### src/rtl/aclk_counter.sv
// aclk_counter: current-time keeper for the alarm clock.
// Holds HH:MM as four BCD digits in 24-hour form. It advances on minute
// strobes, blinks the colon on second strobes, and accepts validated loads.
// It also pulses day_wrap on the 23:59 -> 00:00 roll-over.
module aclk_counter (
    input  logic        clk,
    input  logic        reset,
    input  logic        one_minute,
    input  logic        one_second,
    input  logic        load_new_c,
    input  logic [15:0] new_current_time,
    output logic [15:0] current_time,
    output logic        colon,
    output logic        day_wrap,
    output logic        load_err
);

    // A loaded time is accepted only if every digit is legal BCD for its
    // position and the hour does not exceed 23.
    function automatic logic time_valid(input logic [15:0] t);
        logic [3:0] ht, ho, mt, mo;
        ht = t[15:12];
        ho = t[11:8];
        mt = t[7:4];
        mo = t[3:0];
        time_valid = (ht <= 4'd2) && (ho <= 4'd9) && (mt <= 4'd5) &&
                     (mo <= 4'd9) && ((ht != 4'd2) || (ho <= 4'd3));
    endfunction

    // One-minute BCD cascade. Returns {wrap, next_time}. The whole carry
    // chain resolves in one step, so no intermediate digit value is ever
    // registered.
    function automatic logic [16:0] advance_minute(input logic [15:0] t);
        logic [3:0] ht, ho, mt, mo;
        logic       wrap;
        ht   = t[15:12];
        ho   = t[11:8];
        mt   = t[7:4];
        mo   = t[3:0];
        wrap = 1'b0;
        if (mo != 4'd9) begin
            mo = mo + 4'd1;
        end else begin
            mo = 4'd0;
            if (mt != 4'd5) begin
                mt = mt + 4'd1;
            end else begin
                mt = 4'd0;
                if ((ht == 4'd2) && (ho == 4'd3)) begin
                    ht   = 4'd0;
                    ho   = 4'd0;
                    wrap = 1'b1;
                end else if (ho == 4'd9) begin
                    ho = 4'd0;
                    ht = ht + 4'd1;
                end else begin
                    ho = ho + 4'd1;
                end
            end
        end
        advance_minute = {wrap, ht, ho, mt, mo};
    endfunction

    logic [15:0] time_nxt;
    logic        colon_nxt;
    logic        wrap_nxt;
    logic        err_nxt;
    logic [16:0] adv;

    assign adv = advance_minute(current_time);

    // Next-state selection with priority load > minute advance. A minute
    // strobe that arrives with a load is dropped, not deferred.
    always_comb begin
        time_nxt  = current_time;
        colon_nxt = one_second ? ~colon : colon;
        wrap_nxt  = 1'b0;
        err_nxt   = 1'b0;
        if (load_new_c) begin
            if (time_valid(new_current_time)) begin
                time_nxt  = new_current_time;
                colon_nxt = 1'b1;
            end else begin
                err_nxt = 1'b1;
            end
        end else if (one_minute) begin
            time_nxt = adv[15:0];
            wrap_nxt = adv[16];
        end
    end

    // Output registers; day_wrap and load_err are single-cycle pulses.
    always_ff @(posedge clk or posedge reset) begin
        if (reset) begin
            current_time <= 16'h0000;
            colon        <= 1'b1;
            day_wrap     <= 1'b0;
            load_err     <= 1'b0;
        end else begin
            current_time <= time_nxt;
            colon        <= colon_nxt;
            day_wrap     <= wrap_nxt;
            load_err     <= err_nxt;
        end
    end

endmodule

### config.mk
export PLATFORM = sky130hd
export DESIGN_NAME = aclk_counter
export DESIGN_NICKNAME = d
export VERILOG_FILES = /design/src/rtl/aclk_counter.sv
export SDC_FILE = /design/constraint.sdc
export NUM_CORES = 1
export LEC_CHECK = 0
export BUFFER_PORTS_ARGS = -buffer_cell sky130_fd_sc_hd__buf_2
export CELL_PAD_IN_SITES_DETAIL_PLACEMENT = 0
export CELL_PAD_IN_SITES_GLOBAL_PLACEMENT = 1
export CORE_MARGIN = 10
export CORE_UTILIZATION = 36
export DETAILED_ROUTE_END_ITERATION = 10
export GPL_TIMING_DRIVEN = 0
export PLACE_DENSITY = 0.76
export SYNTH_ARGS = -nofsm -noshare
export SYNTH_HDL_FRONTEND = slang
export SYNTH_SLANG_ARGS = --single-unit
### constraint.sdc
create_clock -name clk -period 2.4 [get_ports clk]
set_clock_uncertainty 0.2 [all_clocks]
set_input_delay 0.24 -clock clk [delete_from_list [all_inputs] [get_ports clk]]
set_output_delay 0.24 -clock clk [all_outputs]
set_load 0.02 [all_outputs]
**Yosys cells after proc, flatten, opt, wreduce, memory -nomap -nowiden**

Cells that the tools add are included.
W data, S select, Z words.

- Output and inout port bits: 19
- Bits in registers: 19
- Input bits: 21
- Word-level logic and storage cells: 62

- Multiplexer cells: 24
- Equality and inequality tests: 9
- Reductions and logical operators: 12
- Bitwise gates (word level): 1
- $add $sub $neg: 4
- $lt $le $gt $ge: 5

Operators by type and width:

| cell | number |
|---|---|
| $mux W16 | 3 |
| $mux W4 | 11 |
| $add A4 B1 Y4 const B | 4 |
| $mux W1 | 10 |
| $eq A4 B2 Y1 const B | 2 |
| $le A4 B2 Y1 const B | 2 |
| $le A4 B4 Y1 const B | 2 |
| $logic_and A1 B1 Y1 | 5 |
| $reduce_and A5 Y1 | 1 |
| $eq A4 B4 Y1 const B | 1 |
| $le A4 B3 Y1 const B | 1 |
| $ne A2 B2 Y1 const B | 2 |
| $ne A4 B2 Y1 const B | 1 |
| $ne A4 B3 Y1 const B | 1 |
| $ne A4 B4 Y1 const B | 1 |
| $reduce_and A4 Y1 | 1 |
| $reduce_and A3 Y1 | 1 |
| $reduce_bool A3 Y1 | 1 |
| $ne A2 B1 Y1 const B | 1 |
| $reduce_and A2 Y1 | 1 |
| $reduce_bool A2 Y1 | 1 |
| $logic_or A1 B1 Y1 | 1 |
| $not A1 Y1 | 1 |

**Depth between registers and ports, before layout**

- Word-level depth: 7
- Gate-level depth with buffers: 7
- Mapped depth without buffers: 7

**Worst setup path before layout**

OpenSTA, ideal clock, no wires.

- Path kind: register -> register
- Start point: register current_time[12]
- End point: register current_time[13]
- Path buffers: 0
- Arrival time: 1.907 ns
- Required time: 2.075 ns
- Stages on the path, launching flop included: 8
- Path slack: 0.168 ns
- Clock period less this slack: 2.232 ns
- Library setup time: 0.125 ns
- Cell sequence: dfrtp_1 inv_1 ha_1 or4b_4 nor3_4 o21ai_2 and2_4 mux2_4

- Longest elaborated chain between the ends: 7
- Elaborated cells between the ends (all ways): 11
- Classes of those cells: add/sub: 1; eq/ne: 1; mux: 6; reduce/logical: 3

Ends and longest elaborated chain:

| item | RTL line | RTL |
|---|---|---|
| from (decl) | 12 | `output logic [15:0] current_time,` |
| from (signal assigned) | 100 | `current_time <= time_nxt;` |
| $add A4 B1 Y4 or $eq A4 B2 Y1 (tied branches) | 55, 49 |  |
| $mux W4 or $logic_and A1 B1 Y1 (tied branches) | 53, 49 |  |
| $mux W4 | 49 | `if ((ht == 4'd2) && (ho == 4'd3)) begin` |
| $mux W4 | 45 | `if (mt != 4'd5) begin` |
| $mux W4 | 41 | `if (mo != 4'd9) begin` |
| $mux W16 | 86 | `end else if (one_minute) begin` |
| $mux W16 | 79 | `if (load_new_c) begin` |

Parallel ways exist; a longest one is shown, timed or not. The select of a mux whose other input is x is not followed.
A chain may end at the register's enable or synchronous reset.

**Worst setup path in the final report**

- Start point: register current_time[12]
- End point: register current_time[14]

Same word-level chain as after synthesis.

==> impl_metrics.yaml <==
power_and_ir_drop:
  intPower_mw: 0.7409
  p_switching_mw: 0.5995
  clkPwrFrac: 0.131
  sw_frac_of_total: 0.4472
  combPwrFrac: 0.432
  power.density_nw_per_um2: 847.5
  power.total_mw: 1.340
  power_leakage_nw: 0.7732
  seqPwrFrac: 0.437
  ir_worst_vdd_uv: 508.8
cells_and_area:
  n_antenna_cell: 0
  drive_gt1_frac: 0.3048
  syn2layout_area_growth_pct: 28.46
  final_cells: 233
  num-nets-final: 213
  fill_cells: 354
grt:
  grt_start_max_net_pins: 20
  antenna_found_initial: 0
  grt_pass1_vias: 1226
  grt_overflow: 0
  gr-usage-all-layers: 0.1130
  grt_pass1_wl_mm: 5.871
detailed_routing:
  drt-initial-drc-count: 73
  routed_wl_mm: 3.576
  vias: 1228
  drtPass1Iterations: 4
  drc: 0
  detail-route-antenna-nets: 0
  viasPerCell: 5.270
  wl_per_cell_um: 15.35
placed_design:
  placed_cells: 222
  dp_hpwl_mm: 2.702
  place.gp.congestion: 0.8298
  portBuffers: 39
floorplan:
  fp-row-count: 21
  core_sq_um: 3311
  die_w_um: 78.48
  start_util: 0.3719
  die_y_um: 78.48
  pin_count: 40
  die_area_sq_um: 6159
synthesis:
  synth_cell_types: 44
  synth_top_area_cell: "dfrtp_1"
  yosysTopAreaCellShare: 0.3659
  yosys_register_bits: 19
  synth_cells: 137
  synth_edf_count: 0
  synthArstFlopShare: 1.000
  synth_flop_cell: "dfrtp_1"
  yosys-top-cells-count: "dfrtp_1 (18), nand2_1 (16), o21ai_0 (12), nor2_1 (10), inv_1 (8)"
  synth_area_sq_um: 1231
  syn_area_per_cell_sq_um: 8.987
  synth.most_common_cell: "dfrtp_1"
  synthTopCellsByArea: "dfrtp_1 (37%), o21ai_0 (4.9%), nand2_1 (4.9%)"
  synth_warnings: 0
  ys_seq_area_frac: 0.3872
  synth_fp_nets: 162
clock_tree:
  cts_tree: "built"
  path_clk_slew_ns: 0.12
  htree_levels: 1
  clock_latency_ns: 0.31
  cts_made_buffers: 3
  cts_root_buf: "clkbuf_4"
  cts_max_path_buffers: 2
  cts.sinks: 19
timing:
  period_share: 0.9555
  tns_ns: 0
  rsz0062_at_grt: "false"
  hold_violations: 0
  finalCriticalPeriod_ns: 2.293
  fmax_ghz: 0.4361
  report.final.slew_viol_count: 0
  maxSlewHeadroom: 0.4987
  setup_viol: 0
  tightest_slew_ns: 0.7512
setup_path:
  cp-end-kind: "register"
  critical_path.startpoint_type: "register"
  cp_max_fo: 5
  cp.required_ns: 2.41
  arrival_ns: 2.30
  path_class: "register to register"
run:
  cap_violations: 0
hold_path:
  hold_path.class: "primary input to register"
status:
  outcome: "finished, final reports clean"
## power by group through the flow
stage	Combinational (mW)	Clock (mW)	Sequential [mW]
floorplan	0.270	0	0.686
CTS	0.587	0.177	0.582
detailed placement	0.579	0	0.588
global placement	0.574	0	0.579
finish	0.579	0.176	0.585
global route	0.643	0.186	0.610
## worst paths after layout
| kind | from | end | slack [ns] | cells after the start |
|---|---|---|---|---|
| worst max-delay path | current_time[12]$_DFFE_PP0P_ | current_time[14]$_DFFE_PP0P_ | 0.11 | 7 |
| worst min-delay path | new_current_time[6] | current_time[6]$_DFFE_PP0P_ | 0.02 | 3 |
| worst max register to register | current_time[12]$_DFFE_PP0P_ | current_time[14]$_DFFE_PP0P_ | 0.11 | 7 |
| worst min register to register | colon$_DFF_PP1_ | colon$_DFF_PP1_ | 0.35 | 2 |
| max in group asynchronous | reset | current_time[9]$_DFFE_PP0P_ | 1.15 | 3 |
| min in group asynchronous | reset | current_time[14]$_DFFE_PP0P_ | 0.39 | 3 |
## placed cells by master (no fill, tap or decap), types with 2 or more instances in the layout
master	instances
a211oi_1	2
a21oi_1	6
a31oi_1	4
and2_1	2
and3_1	2
buf_1	2
buf_2	39
buf_4	2
clkbuf_4	3
dfrtp_1	18
dlygate4sd3_1	5
ha_1	4
inv_1	8
mux2_2	3
mux2_4	2
nand2_1	16
nand2b_1	2
nand3_1	6
nor2_1	10
nor2b_1	2
nor3_1	2
nor4b_1	2
o21ai_0	12
o31a_1	2
o31ai_1	4
xnor2_1	4
## area by class of cell
type / instances / area [sq um] / area share
clock buffer: 3 / 22.52 / 0.01424
multi-input combinational: 106 / 713.2 / 0.4509
sequential: 19 / 476.7 / 0.3014
tap: 46 / 57.56 / 0.03639
timing repair buffer: 46 / 260.3 / 0.1646
clock inverter: 1 / 5.005 / 0.003165
inverter: 8 / 30.03 / 0.01899
buffer: 4 / 16.27 / 0.01028
## logic make-up (layout without fill, tap and decap cells)
kind of cell             after synthesis  count (layout)  synth area share
AO/OA/AOI/OAI                         39              39            0.2073
AND/OR/NAND/NOR                       53              53            0.2388
flip-flops                            19              19            0.3872
multiplexers                           6               6           0.05996
XOR/XNOR                               4               4           0.02845
adder cells (fa/ha/maj)                4               4           0.04065
buffers and inverters                 12              62           0.03760
## critical path: stages (launching register included)
cell and delay, ns:
dfrtp_1 0.45, inv_1 0.10, ha_1 0.14, or4b_4 0.47
nor3_4 0.27, o21ai_2 0.09, and2_4 0.19, mux2_4 0.29
## routing by layer
layer | vias up | GRT usage | wire length, um
met5 | - | 0 | 0
met4 | 0 | 0.03047 | 30
met3 | 5 | 0.03645 | 224
met1 | 597 | 0.1391 | 1601
met2 | 30 | 0.1850 | 1720
li1 | 596 | - | -
## flip-flops by register name, indices dropped and copies added (netlist names)
signal,cells
current_time,16
colon,1
day_wrap,1
load_err,1
## timing repair
item | 4_1_cts | 5_1_grt
buffers inserted | 0 | 2
resized for setup | 0 | 1
setup endpoints to repair | 0 | 3
hold buffers | 5 | 0
endpoints found under the hold margin | 22 | 0
## per-stage QoR
step	area, sq um	worst slack, ns	hold WS, ns	util
after global routing	1582	0.01426	0.05103	0.4777
final	1582	0.1067	0.02379	0.4777
after detailed placement	1484	0.1024	0.2223	0.4482
after floorplan	1231	0.1676	-0.009609	-
after global placement	1484	0.1257	0.2189	0.4482
after CTS	1562	0.07291	0.02393	0.4717
(Power assumes the default switching activity.)
